$ cat src/rtl/sdram_bist_pkg.sv
// Shared types and constants for the SDRAM built-in self test.
package sdram_bist_pkg;

    typedef enum logic [2:0] {
        ST_IDLE     = 3'd0,
        ST_WR_FILL  = 3'd1,
        ST_WR_CMD   = 3'd2,
        ST_RD_CMD   = 3'd3,
        ST_RD_DRAIN = 3'd4,
        ST_DONE     = 3'd5
    } bist_state_t;

    typedef enum logic [1:0] {
        PM_ALT   = 2'd0,
        PM_ADDR  = 2'd1,
        PM_WALK1 = 2'd2,
        PM_LFSR  = 2'd3
    } pat_mode_t;

    localparam logic [15:0] ALT_EVEN  = 16'hAAAA;
    localparam logic [15:0] ALT_ODD   = 16'h5555;
    // Fibonacci taps for x^16+x^14+x^13+x^11+1 on a right-shifting register
    localparam logic [15:0] LFSR_TAPS = 16'h002D;

    function automatic logic [15:0] lfsr_next(input logic [15:0] s);
        return {^(s & LFSR_TAPS), s[15:1]};
    endfunction

endpackage

$ cat src/rtl/sdram_bist_patgen.sv
// Test pattern generator: one word per advance, restarted by load so the read
// phase regenerates exactly the sequence written.
module sdram_bist_patgen
    import sdram_bist_pkg::*;
#(
    parameter int          DATA_W = 16,
    parameter int          ADR_W  = 25,
    parameter logic [15:0] SEED   = 16'hACE1
) (
    input  logic              clk,
    input  logic              rst_n,
    input  logic              load,
    input  logic              adv,
    input  logic [1:0]        mode,
    input  logic [ADR_W-1:0]  adr,
    output logic [DATA_W-1:0] pat
);

    localparam logic [15:0] SEED_NZ = (SEED == 16'h0000) ? 16'h0001 : SEED;
    localparam logic [DATA_W-1:0] WALK_INIT = {{(DATA_W-1){1'b0}}, 1'b1};

    logic              odd_r;
    logic [DATA_W-1:0] walk_r;
    logic [15:0]       lfsr_r;

    function automatic logic [DATA_W-1:0] rep16(input logic [15:0] v);
        logic [DATA_W-1:0] r;
        for (int i = 0; i < DATA_W; i++) begin
            r[i] = v[i[3:0]];
        end
        return r;
    endfunction

    // Index-dependent state; the walking one rotates instead of computing k mod DATA_W
    always_ff @(posedge clk or negedge rst_n) begin
        if (!rst_n) begin
            odd_r  <= 1'b0;
            walk_r <= WALK_INIT;
            lfsr_r <= SEED_NZ;
        end else if (load) begin
            odd_r  <= 1'b0;
            walk_r <= WALK_INIT;
            lfsr_r <= SEED_NZ;
        end else if (adv) begin
            odd_r  <= ~odd_r;
            walk_r <= {walk_r[DATA_W-2:0], walk_r[DATA_W-1]};
            lfsr_r <= lfsr_next(lfsr_r);
        end
    end

    // Pattern word selection
    always_comb begin
        pat = {DATA_W{1'b0}};
        case (mode)
            PM_ALT:   pat = odd_r ? rep16(ALT_ODD) : rep16(ALT_EVEN);
            PM_ADDR:  pat = DATA_W'(adr);
            PM_WALK1: pat = walk_r;
            PM_LFSR:  pat = rep16(lfsr_r);
            default:  pat = {DATA_W{1'b0}};
        endcase
    end

endmodule

$ cat src/rtl/sdram_bist.sv
// SDRAM BIST: writes NUM_BURSTS bursts of a selected pattern through the
// controller user port, reads them back and counts mismatching words.
module sdram_bist
    import sdram_bist_pkg::*;
#(
    parameter int               DATA_W     = 16,
    parameter int               ADR_W      = 25,
    parameter int               LEN_W      = 10,
    parameter int               BURST_LEN  = 8,
    parameter int               NUM_BURSTS = 16,
    parameter logic [ADR_W-1:0] BASE_ADR   = {ADR_W{1'b0}},
    parameter logic [15:0]      SEED       = 16'hACE1
) (
    input  logic              clk,
    input  logic              rst_n,
    input  logic              init_fin,
    input  logic              start,
    input  logic [1:0]        mode,
    output logic              busy,
    output logic              done,
    output logic              pass,
    output logic [15:0]       err_cnt,
    output logic [ADR_W-1:0]  first_err_adr,
    output logic              cmd_en,
    output logic              cmd_wr_rd,
    input  logic              cmd_av,
    output logic [LEN_W-1:0]  cmd_len,
    output logic [ADR_W-1:0]  cmd_adr,
    input  logic [LEN_W-1:0]  wr_remain_space,
    output logic              wr_en,
    output logic [DATA_W-1:0] wr_data,
    input  logic              rd_av,
    output logic              rd_en,
    input  logic [DATA_W-1:0] rd_data
);

    localparam int               BW         = (NUM_BURSTS > 1) ? $clog2(NUM_BURSTS) : 1;
    localparam logic [BW-1:0]    LAST_BURST = BW'(NUM_BURSTS - 1);
    localparam logic [BW-1:0]    BURST_ONE  = BW'(1);
    localparam logic [LEN_W-1:0] BLEN       = LEN_W'(BURST_LEN);
    localparam logic [LEN_W-1:0] BLEN_M1    = LEN_W'(BURST_LEN - 1);
    localparam logic [LEN_W-1:0] LEN_ONE    = LEN_W'(1);
    localparam logic [ADR_W-1:0] ADR_STEP   = ADR_W'(BURST_LEN);
    localparam logic [ADR_W-1:0] ADR_ONE    = ADR_W'(1);

    bist_state_t       state_r;
    logic [1:0]        mode_r;
    logic [BW-1:0]     burst_r;
    logic [ADR_W-1:0]  burst_adr_r;
    logic [ADR_W-1:0]  word_adr_r;
    logic [LEN_W-1:0]  word_cnt_r;
    logic [LEN_W-1:0]  pop_cnt_r;
    logic              filling_r;
    logic              rd_arm_r;
    logic              rd_valid_r;
    logic              busy_r, done_r, pass_r;
    logic [15:0]       err_cnt_r;
    logic [ADR_W-1:0]  first_err_r;
    logic              cmd_en_r, cmd_wr_rd_r;
    logic [LEN_W-1:0]  cmd_len_r;
    logic [ADR_W-1:0]  cmd_adr_r;
    logic              wr_en_r;
    logic [DATA_W-1:0] wr_data_r;

    logic              start_ok_s, fill_go_s, gen_load_s, gen_adv_s;
    logic              pop_s, mismatch_s, abort_s;
    logic [DATA_W-1:0] pat_s;

    // Handshake decodes shared by the FSM and the pattern generator
    always_comb begin
        start_ok_s = start && init_fin && (state_r == ST_IDLE || state_r == ST_DONE);
        fill_go_s  = (state_r == ST_WR_FILL) && (filling_r || (wr_remain_space >= BLEN));
        gen_load_s = start_ok_s ||
                     ((state_r == ST_WR_CMD) && cmd_av && (burst_r == LAST_BURST));
        gen_adv_s  = fill_go_s || ((state_r == ST_RD_DRAIN) && rd_valid_r);
        pop_s      = rd_arm_r && rd_av;
        mismatch_s = (state_r == ST_RD_DRAIN) && rd_valid_r && (rd_data != pat_s);
        abort_s    = busy_r && !init_fin;
    end

    sdram_bist_patgen #(
        .DATA_W (DATA_W),
        .ADR_W  (ADR_W),
        .SEED   (SEED)
    ) u_patgen (
        .clk   (clk),
        .rst_n (rst_n),
        .load  (gen_load_s),
        .adv   (gen_adv_s),
        .mode  (mode_r),
        .adr   (word_adr_r),
        .pat   (pat_s)
    );

    // Test sequencer with registered status and strobe outputs
    always_ff @(posedge clk or negedge rst_n) begin
        if (!rst_n) begin
            state_r     <= ST_IDLE;
            mode_r      <= 2'd0;
            burst_r     <= {BW{1'b0}};
            burst_adr_r <= {ADR_W{1'b0}};
            word_adr_r  <= {ADR_W{1'b0}};
            word_cnt_r  <= {LEN_W{1'b0}};
            pop_cnt_r   <= {LEN_W{1'b0}};
            filling_r   <= 1'b0;
            rd_arm_r    <= 1'b0;
            rd_valid_r  <= 1'b0;
            busy_r      <= 1'b0;
            done_r      <= 1'b0;
            pass_r      <= 1'b0;
            err_cnt_r   <= 16'h0000;
            first_err_r <= {ADR_W{1'b0}};
            cmd_en_r    <= 1'b0;
            cmd_wr_rd_r <= 1'b0;
            cmd_len_r   <= {LEN_W{1'b0}};
            cmd_adr_r   <= {ADR_W{1'b0}};
            wr_en_r     <= 1'b0;
            wr_data_r   <= {DATA_W{1'b0}};
        end else begin
            cmd_en_r <= 1'b0;
            wr_en_r  <= 1'b0;
            if (abort_s) begin
                // Controller lost initialisation: report failure, keep error count
                state_r    <= ST_DONE;
                busy_r     <= 1'b0;
                done_r     <= 1'b1;
                pass_r     <= 1'b0;
                filling_r  <= 1'b0;
                rd_arm_r   <= 1'b0;
                rd_valid_r <= 1'b0;
            end else begin
                rd_valid_r <= pop_s;
                case (state_r)
                    ST_IDLE, ST_DONE: begin
                        if (start_ok_s) begin
                            state_r     <= ST_WR_FILL;
                            mode_r      <= mode;
                            busy_r      <= 1'b1;
                            done_r      <= 1'b0;
                            pass_r      <= 1'b0;
                            err_cnt_r   <= 16'h0000;
                            first_err_r <= {ADR_W{1'b0}};
                            burst_r     <= {BW{1'b0}};
                            burst_adr_r <= BASE_ADR;
                            word_adr_r  <= BASE_ADR;
                            word_cnt_r  <= {LEN_W{1'b0}};
                        end
                    end
                    ST_WR_FILL: begin
                        if (fill_go_s) begin
                            wr_en_r    <= 1'b1;
                            wr_data_r  <= pat_s;
                            word_adr_r <= word_adr_r + ADR_ONE;
                            if (word_cnt_r == BLEN_M1) begin
                                word_cnt_r <= {LEN_W{1'b0}};
                                filling_r  <= 1'b0;
                                state_r    <= ST_WR_CMD;
                            end else begin
                                word_cnt_r <= word_cnt_r + LEN_ONE;
                                filling_r  <= 1'b1;
                            end
                        end
                    end
                    ST_WR_CMD: begin
                        if (cmd_av) begin
                            cmd_en_r    <= 1'b1;
                            cmd_wr_rd_r <= 1'b0;
                            cmd_len_r   <= BLEN;
                            cmd_adr_r   <= burst_adr_r;
                            if (burst_r == LAST_BURST) begin
                                burst_r     <= {BW{1'b0}};
                                burst_adr_r <= BASE_ADR;
                                word_adr_r  <= BASE_ADR;
                                state_r     <= ST_RD_CMD;
                            end else begin
                                burst_r     <= burst_r + BURST_ONE;
                                burst_adr_r <= burst_adr_r + ADR_STEP;
                                state_r     <= ST_WR_FILL;
                            end
                        end
                    end
                    ST_RD_CMD: begin
                        if (cmd_av) begin
                            cmd_en_r    <= 1'b1;
                            cmd_wr_rd_r <= 1'b1;
                            cmd_len_r   <= BLEN;
                            cmd_adr_r   <= burst_adr_r;
                            burst_adr_r <= burst_adr_r + ADR_STEP;
                            pop_cnt_r   <= {LEN_W{1'b0}};
                            word_cnt_r  <= {LEN_W{1'b0}};
                            rd_arm_r    <= 1'b1;
                            state_r     <= ST_RD_DRAIN;
                        end
                    end
                    ST_RD_DRAIN: begin
                        if (pop_s) begin
                            pop_cnt_r <= pop_cnt_r + LEN_ONE;
                            if (pop_cnt_r == BLEN_M1) begin
                                rd_arm_r <= 1'b0;
                            end else begin
                                rd_arm_r <= 1'b1;
                            end
                        end
                        if (rd_valid_r) begin
                            word_adr_r <= word_adr_r + ADR_ONE;
                            if (mismatch_s) begin
                                if (err_cnt_r != 16'hFFFF) begin
                                    err_cnt_r <= err_cnt_r + 16'h0001;
                                end
                                if (err_cnt_r == 16'h0000) begin
                                    first_err_r <= word_adr_r;
                                end
                            end
                            if (word_cnt_r == BLEN_M1) begin
                                word_cnt_r <= {LEN_W{1'b0}};
                                if (burst_r == LAST_BURST) begin
                                    state_r <= ST_DONE;
                                    busy_r  <= 1'b0;
                                    done_r  <= 1'b1;
                                    pass_r  <= (err_cnt_r == 16'h0000) && !mismatch_s;
                                end else begin
                                    burst_r <= burst_r + BURST_ONE;
                                    state_r <= ST_RD_CMD;
                                end
                            end else begin
                                word_cnt_r <= word_cnt_r + LEN_ONE;
                            end
                        end
                    end
                    default: state_r <= ST_IDLE;
                endcase
            end
        end
    end

    assign busy          = busy_r;
    assign done          = done_r;
    assign pass          = pass_r;
    assign err_cnt       = err_cnt_r;
    assign first_err_adr = first_err_r;
    assign cmd_en        = cmd_en_r;
    assign cmd_wr_rd     = cmd_wr_rd_r;
    assign cmd_len       = cmd_len_r;
    assign cmd_adr       = cmd_adr_r;
    assign wr_en         = wr_en_r;
    assign wr_data       = wr_data_r;
    // Gated by rd_av so the read FIFO is never popped while empty
    assign rd_en         = rd_arm_r && rd_av;

endmodule

$ cat config.mk
export PLATFORM = sky130hd
export DESIGN_NAME = sdram_bist
export DESIGN_NICKNAME = d
export VERILOG_FILES = /design/src/rtl/sdram_bist_pkg.sv /design/src/rtl/sdram_bist_patgen.sv /design/src/rtl/sdram_bist.sv
export SDC_FILE = /design/constraint.sdc
export NUM_CORES = 1
export LEC_CHECK = 0
export CAP_MARGIN = 25
export CORE_MARGIN = 2
export CORE_UTILIZATION = 40
export CTS_BUF_LIST = sky130_fd_sc_hd__clkbuf_16
export DETAILED_ROUTE_END_ITERATION = 8
export GPL_TIMING_DRIVEN = 0
export PLACE_DENSITY_LB_ADDON = 0.12
export SETUP_SLACK_MARGIN = 0.4
export SYNTH_ARGS = -nofsm -noshare
export SYNTH_HDL_FRONTEND = slang
export SYNTH_SLANG_ARGS = --single-unit
$ cat constraint.sdc
create_clock -name clk -period 2.97 [get_ports clk]
set_clock_uncertainty 0.1 [all_clocks]
set_input_delay 0.891 -clock clk [delete_from_list [all_inputs] [get_ports clk]]
set_output_delay 0.891 -clock clk [all_outputs]
set_load 0.01 [all_outputs]
After elaboration in Yosys (flattened, before gate mapping)
Cells that the tools add are included.

cells by class
  add/subtract/negate cells = 6
  multiply operators = 0
  divide/modulo/power cells = 0
  order comparisons = 1
  equality and inequality tests = 34
  shift operators = 0
  multiplexer cells = 88
  bitwise operators = 2
  reduce and logical (&&, ||, !) cells = 49

operators by type and width
  operator                                                          number
  25-bit 2-to-1 mux                                                 11
  16-bit 2-to-1 mux                                                 9
  25-bit one-hot mux with 4 select lines                            1
  25-bit one-hot mux with 3 select lines                            1
  16-bit one-hot mux with 4 select lines                            1
  10-bit 2-to-1 mux                                                 6
  25-bit one-hot mux with 2 select lines                            1
  10-bit one-hot mux with 4 select lines                            1
  1-bit 2-to-1 mux                                                  32
  16-bit one-hot mux with 2 select lines                            1
  3-bit 2-to-1 mux                                                  9
  25-bit by 1-bit adder with 25-bit output, second input constant   1
  25-bit by 4-bit adder with 25-bit output, second input constant   1
  4-bit 2-to-1 mux                                                  6
  3-bit != test, second input constant                              7
  7-bit AND reduction                                               3
  10-bit by 1-bit adder with 10-bit output, second input constant   2
  10-bit by 3-bit == test with 1-bit output, second input constant  2
  10-bit one-hot mux with 2 select lines                            1
  6-bit AND reduction                                               3
  16-bit by 1-bit adder with 16-bit output, second input constant   1
  16-bit zero test                                                  1
  16-bit != test                                                    1
  16-bit != test, second input constant                             1
  other kinds (30)                                                  77

storage, ports and cells
  register bits = 204
  bits in latches = 0
  RAM bits = 0
  bits in read-only memories = 0
  bits of input ports = 34
  output and inout port bits = 99
  word-level logic and storage cells = 204
  memories kept = 0

Depth between registers and ports, before layout
  word-level depth = 11
  gate-level depth with buffers = 11
  gate-level depth less buffers = 8

Hierarchy
A second synthesis with hierarchy kept.

unflattened totals
  cell total of the unflattened synthesis = 1010
  area total of the unflattened synthesis = 10203.5 µm²

modules (own cells, without submodules)
  module             instances  cells each  area each (µm²)  seq. area each (µm²)
  sdram_bist         1          860         8396.8           4129.0
  sdram_bist_patgen  1          150         1806.7           837.1

Worst setup path after synthesis
Ideal clock, no wire load.

  kind = input -> register
  start point = input start
  end point = register burst_adr_r[22]
  library setup time = 132 ps
  arrival = 2615 ps
  required time = 2738 ps
  slack = 124 ps
  cell stages on the path = 8
  buffers on the path = 1
  path through = and3_1 > nand2_1 > a2111oi_4 > nor2_1 > buf_2 > nor3_1 > xnor2_1 > nor2_1

between the ends
  longest elaborated chain between the ends = 4

ends and longest elaborated chain
  element                         line               RTL
  from (decl)                     sdram_bist.sv:17   input logic start,
  1-bit logical AND (2 in a row)  sdram_bist.sv:71   start_ok_s = start && init_fin && (state_r == ST_IDLE || state_r == ST_DONE);
  2-bit != test (no line)         --
  5-bit AND reduction (no line)   --
  to (signal assigned)            sdram_bist.sv:101  burst_adr_r <= {ADR_W{1'b0}};
  to (signal assigned)            sdram_bist.sv:177  burst_adr_r <= burst_adr_r + ADR_STEP;
  to (signal assigned)            sdram_bist.sv:188  burst_adr_r <= burst_adr_r + ADR_STEP;
  to (decl)                       sdram_bist.sv:49   logic [ADR_W-1:0] burst_adr_r;

Every way passes these cells.
A chain may end at the register's enable or synchronous reset.

Worst setup path after layout
  start point = register mode_r[1]
  end point = register first_err_r[16], in the netlist first_err_adr[16]

between the ends
  longest elaborated chain between the ends = 6
  elaborated cells on any way between the ends = 9
  those cells by class = eq/ne (5); mux (1); reduce/logical (3)

ends and longest elaborated chain
  element                                      line                     RTL
  from (decl)                                  sdram_bist.sv:47         logic [1:0] mode_r;
  from (signal assigned)                       sdram_bist.sv:137        mode_r <= mode;
  2-bit == test, or another cell as far along  sdram_bist_patgen.sv:54  case (mode)
  16-bit one-hot mux with 4 select lines *     sdram_bist_patgen.sv:54
  16-bit != test *                             sdram_bist.sv:77         mismatch_s = (state_r == ST_RD_DRAIN) && rd_valid_r && (rd_data != pat_s);
  1-bit logical AND *                          sdram_bist.sv:77
  2-bit != test (no line) *                    --
  6-bit AND reduction (no line) *              --
  to (signal assigned)                         sdram_bist.sv:112        first_err_r <= {ADR_W{1'b0}};
  to (signal assigned)                         sdram_bist.sv:142        first_err_r <= {ADR_W{1'b0}};
  to (signal assigned)                         sdram_bist.sv:211        first_err_r <= word_adr_r;
  to (decl)                                    sdram_bist.sv:58         logic [ADR_W-1:0] first_err_r;

Every way passes the cells marked *; elsewhere a longest branch is shown, timed or not.

==> reports/metrics.yaml <==
outcome:
  status: "finished clean"
clock_network:
  cts_hold_buf: 0
  cts_made_buffers: 17
  cts_tree: "done"
  cts.path.max_buffers: 2
  cts.clk_slew.worst_paths_ps: 80
  h-tree-depth: 4
  clk_latency_ps: 440
  clock-sinks: 198
  cts-root-buf: "clkbuf_16"
place:
  dpl.cell_count: 1472
  place.gp.congestion: 0.8101
  port_buffers: 117
  place_hpwl_um: 18520
sta:
  final_hold_viol_count: 0
  whs_ps: 377.0
  final.period_utilization_pct: 94.48
  rsz0062_at_grt: "yes"
  min_period_ps: 2806
  setup_viol: 0
  slew_headroom_pct: 51.22
  max_freq_mhz: 356.4
  max_slew.worst_pin.slew_ps: 731.7
  slew_viol_final: 0
global_routing:
  track_usage_pct: 21.33
  grt_pass1_wl_um: 44910
  grt-ovfl-total: 0
  grt_max_degree: 107
  antenna_found_initial: 1
  grt_pass1_vias: 8263
worst_setup_path:
  crit_required_ps: 3190
  worstPathMaxFanout: 10
  worstSetupEndpointType: "flip-flop"
  critPathArrivalTime_ps: 3030
  critPathKind: "flip-flop to flip-flop"
  start_kind: "flip-flop"
  timing.reg2reg.setup_slack_ps: 160
routing:
  wire_per_inst_um: 17.65
  dr.pass1.iters: 5
  first_iter_violations: 523
  drtAntennaViolNets: 0
  num_vias: 8206
  drc: 0
  wl_um: 27140
  viasPerCell: 5.339
floorplan:
  die_w_um: 161.9
  start_util_pct: 40.86
  die_h_um: 161.9
  rows: 57
  dieArea_mm2: 0.02620
  ios: 133
  core_area_mm2: 0.02439
worst_hold_path:
  hold_path_class: "input port to asynchronous set/reset pin"
final_layout:
  drive_above_1_share_pct: 20.71
  final_cells: 1537
  fillers: 2228
  final_nets: 1240
  area.growth.synth_to_final_pct: 31.11
synthesis:
  synth_edf_count: 0
  synth_cells: 1018
  synth_seq_cells: 198
  yosys_warnings: 0
  avgSynthCellArea_um2: 9.791
  synthArstFlopShare_pct: 100.0
  syn-cell-area_mm2: 0.009967
  ys_types: 64
  synthFlopType: "dfrtp_1"
  ys_seq_area_share_pct: 49.82
power:
  p_leak_nw: 5.773
  p_per_area_mw_per_mm2: 850.9
  vdd_drop_max_v: 0.0004900
run:
  max_cap_viol_count: 0
state kept, by name, summed over array words and instances, names as in the netlist, 2 cells and up:
name and flops:
u_patgen.walk_r 16, first_err_adr 25, u_patgen.lfsr_r 16, word_adr_r 25, pop_cnt_r 10, err_cnt 16, burst_r 4, word_cnt_r 10
burst_adr_r 22, wr_data 16, state_r 3, mode_r 2, cmd_adr 22
report_power, final:
group	leakage (nW)	switching (W)	internal (W)	total, W
registers	2.66	0.000456	0.00326	0.00372
logic	2.83	0.00277	0.00229	0.00506
clock network	0.287	0.00114	0.00120	0.00234
cells in the mapped netlist (6+ instances only):
library cell | instances | area, um2
clkbuf_1 | 37 | 138.9
inv_1 | 9 | 33.78
buf_4 | 15 | 112.6
nand2_1 | 177 | 664.4
nor3_1 | 20 | 100.1
a22o_1 | 26 | 227.7
a31oi_1 | 8 | 50.05
nand4_1 | 23 | 143.9
nor2_1 | 77 | 289.0
buf_2 | 7 | 35.03
and3_1 | 30 | 187.7
nor4_1 | 19 | 118.9
xor2_1 | 22 | 192.7
nand3_1 | 36 | 180.2
nor4b_1 | 6 | 52.55
a211o_1 | 7 | 61.31
o21ai_0 | 74 | 370.4
mux2i_1 | 13 | 130.1
and4_1 | 7 | 61.31
ha_1 | 7 | 87.58
and2_1 | 8 | 50.05
a21oi_1 | 42 | 210.2
mux2_2 | 30 | 337.8
mux4_2 | 10 | 225.2
nor2b_1 | 6 | 37.54
buf_6 | 7 | 78.83
dfrtp_1 | 189 | 4730
xnor2_1 | 31 | 271.5
dfstp_2 | 9 | 236.5
layout by cell type (no fill, tap or decap), types with 18 or more instances in the layout:
cell type / synthesis / final
nand2_1: 177 / 171
mux2_2: 30 / 30
dfrtp_1: 189 / 186
o21ai_0: 74 / 65
xnor2_1: 31 / 31
and3_1: 30 / 28
clkbuf_16: 0 / 18
clkdlybuf4s50_1: 0 / 104
a22o_1: 26 / 26
buf_4: 15 / 40
xor2_1: 22 / 22
a21oi_1: 42 / 36
nor2_1: 77 / 70
nand3_1: 36 / 35
clkbuf_2: 0 / 20
nand4_1: 23 / 23
metal layers:
metal  track usage (%)  part of all wire, %
met5                 0                    0
met2             34.93                   49
met4             4.304                 0.90
met3             3.550                  3.9
met1             30.08                   46
metrics by stage:
| step | utilization [%] | setup TNS (ps) | setup slack [ps] | power [W] | instance area (um2) |
|---|---|---|---|---|---|
| global route | 53.58 | 0 | 15.51 | 0.01182 | 13070 |
| detailed placement | 48.19 | -94140 | -873.4 | 0.007945 | 11760 |
| global placement | 48.01 | -1627940 | -7810 | 0.007911 | 11710 |
| CTS | 53.01 | 0 | 139.5 | 0.01105 | 12930 |
| finish | 53.58 | 0 | 163.9 | 0.01112 | 13070 |
| floorplan | - | 0 | 266.6 | 0.006378 | 10130 |
worst max-delay path, cell delays in order, from the launching register on:
cell,delay [ps]
dfrtp_1,340
buf_6,130
buf_12,110
mux4_2,550
xor2_1,170
nor4_2,340
nand4_2,250
and3_4,250
buf_6,130
buf_8,140
a22o_1,180
final timing paths:
kind / start / endpoint / depth (start not counted)
worst min-delay path: rst_n / wr_data[11]$_DFFE_PN0P_ / 1
worst max register to register: mode_r[1]$_DFFE_PN0P_ / first_err_adr[16]$_DFFE_PN0P_ / 10
max in group asynchronous: rst_n / word_cnt_r[9]$_DFFE_PN0P_ / 2
worst min register to register: cmd_len[3]$_DFFE_PN0P_ / cmd_len[3]$_DFFE_PN0P_ / 1
min in group clk: cmd_len[3]$_DFFE_PN0P_ / cmd_len[3]$_DFFE_PN0P_ / 1
worst max-delay path: mode_r[1]$_DFFE_PN0P_ / first_err_adr[16]$_DFFE_PN0P_ / 10
area by class of cell:
cell class / instances / area (um2) / area share (%)
Clock buffer: 17 / 425.4 / 3.255
Timing Repair Buffer: 151 / 1521 / 11.64
Antenna cell: 1 / 2.502 / 0.01915
Sequential cell: 198 / 4970 / 38.03
Buffer: 70 / 503.0 / 3.849
Inverter: 11 / 45.04 / 0.3447
Tap cell: 324 / 405.4 / 3.102
Clock inverter: 15 / 165.2 / 1.264
Multi-Input combinational cell: 750 / 5030 / 38.49
cell families after synthesis:
logic type	count (synthesis)	synth area share (%)
other cells	1	0.03762
xor+xnor	53	4.657
compound gates	195	12.88
buf+inv	81	4.230
fa+ha+maj	7	0.8787
flops	198	49.82
mux	53	6.955
simple gates	430	20.54
what timing repair did:
action | in CTS | in global routing
buffers inserted | 27 | 2
pin swaps | 30 | 13
cloned | 3 | 0
gates resized for setup | 99 | 49
setup endpoints to repair | 188 | 140
Note: power is estimated with default switching activity, not from simulation.
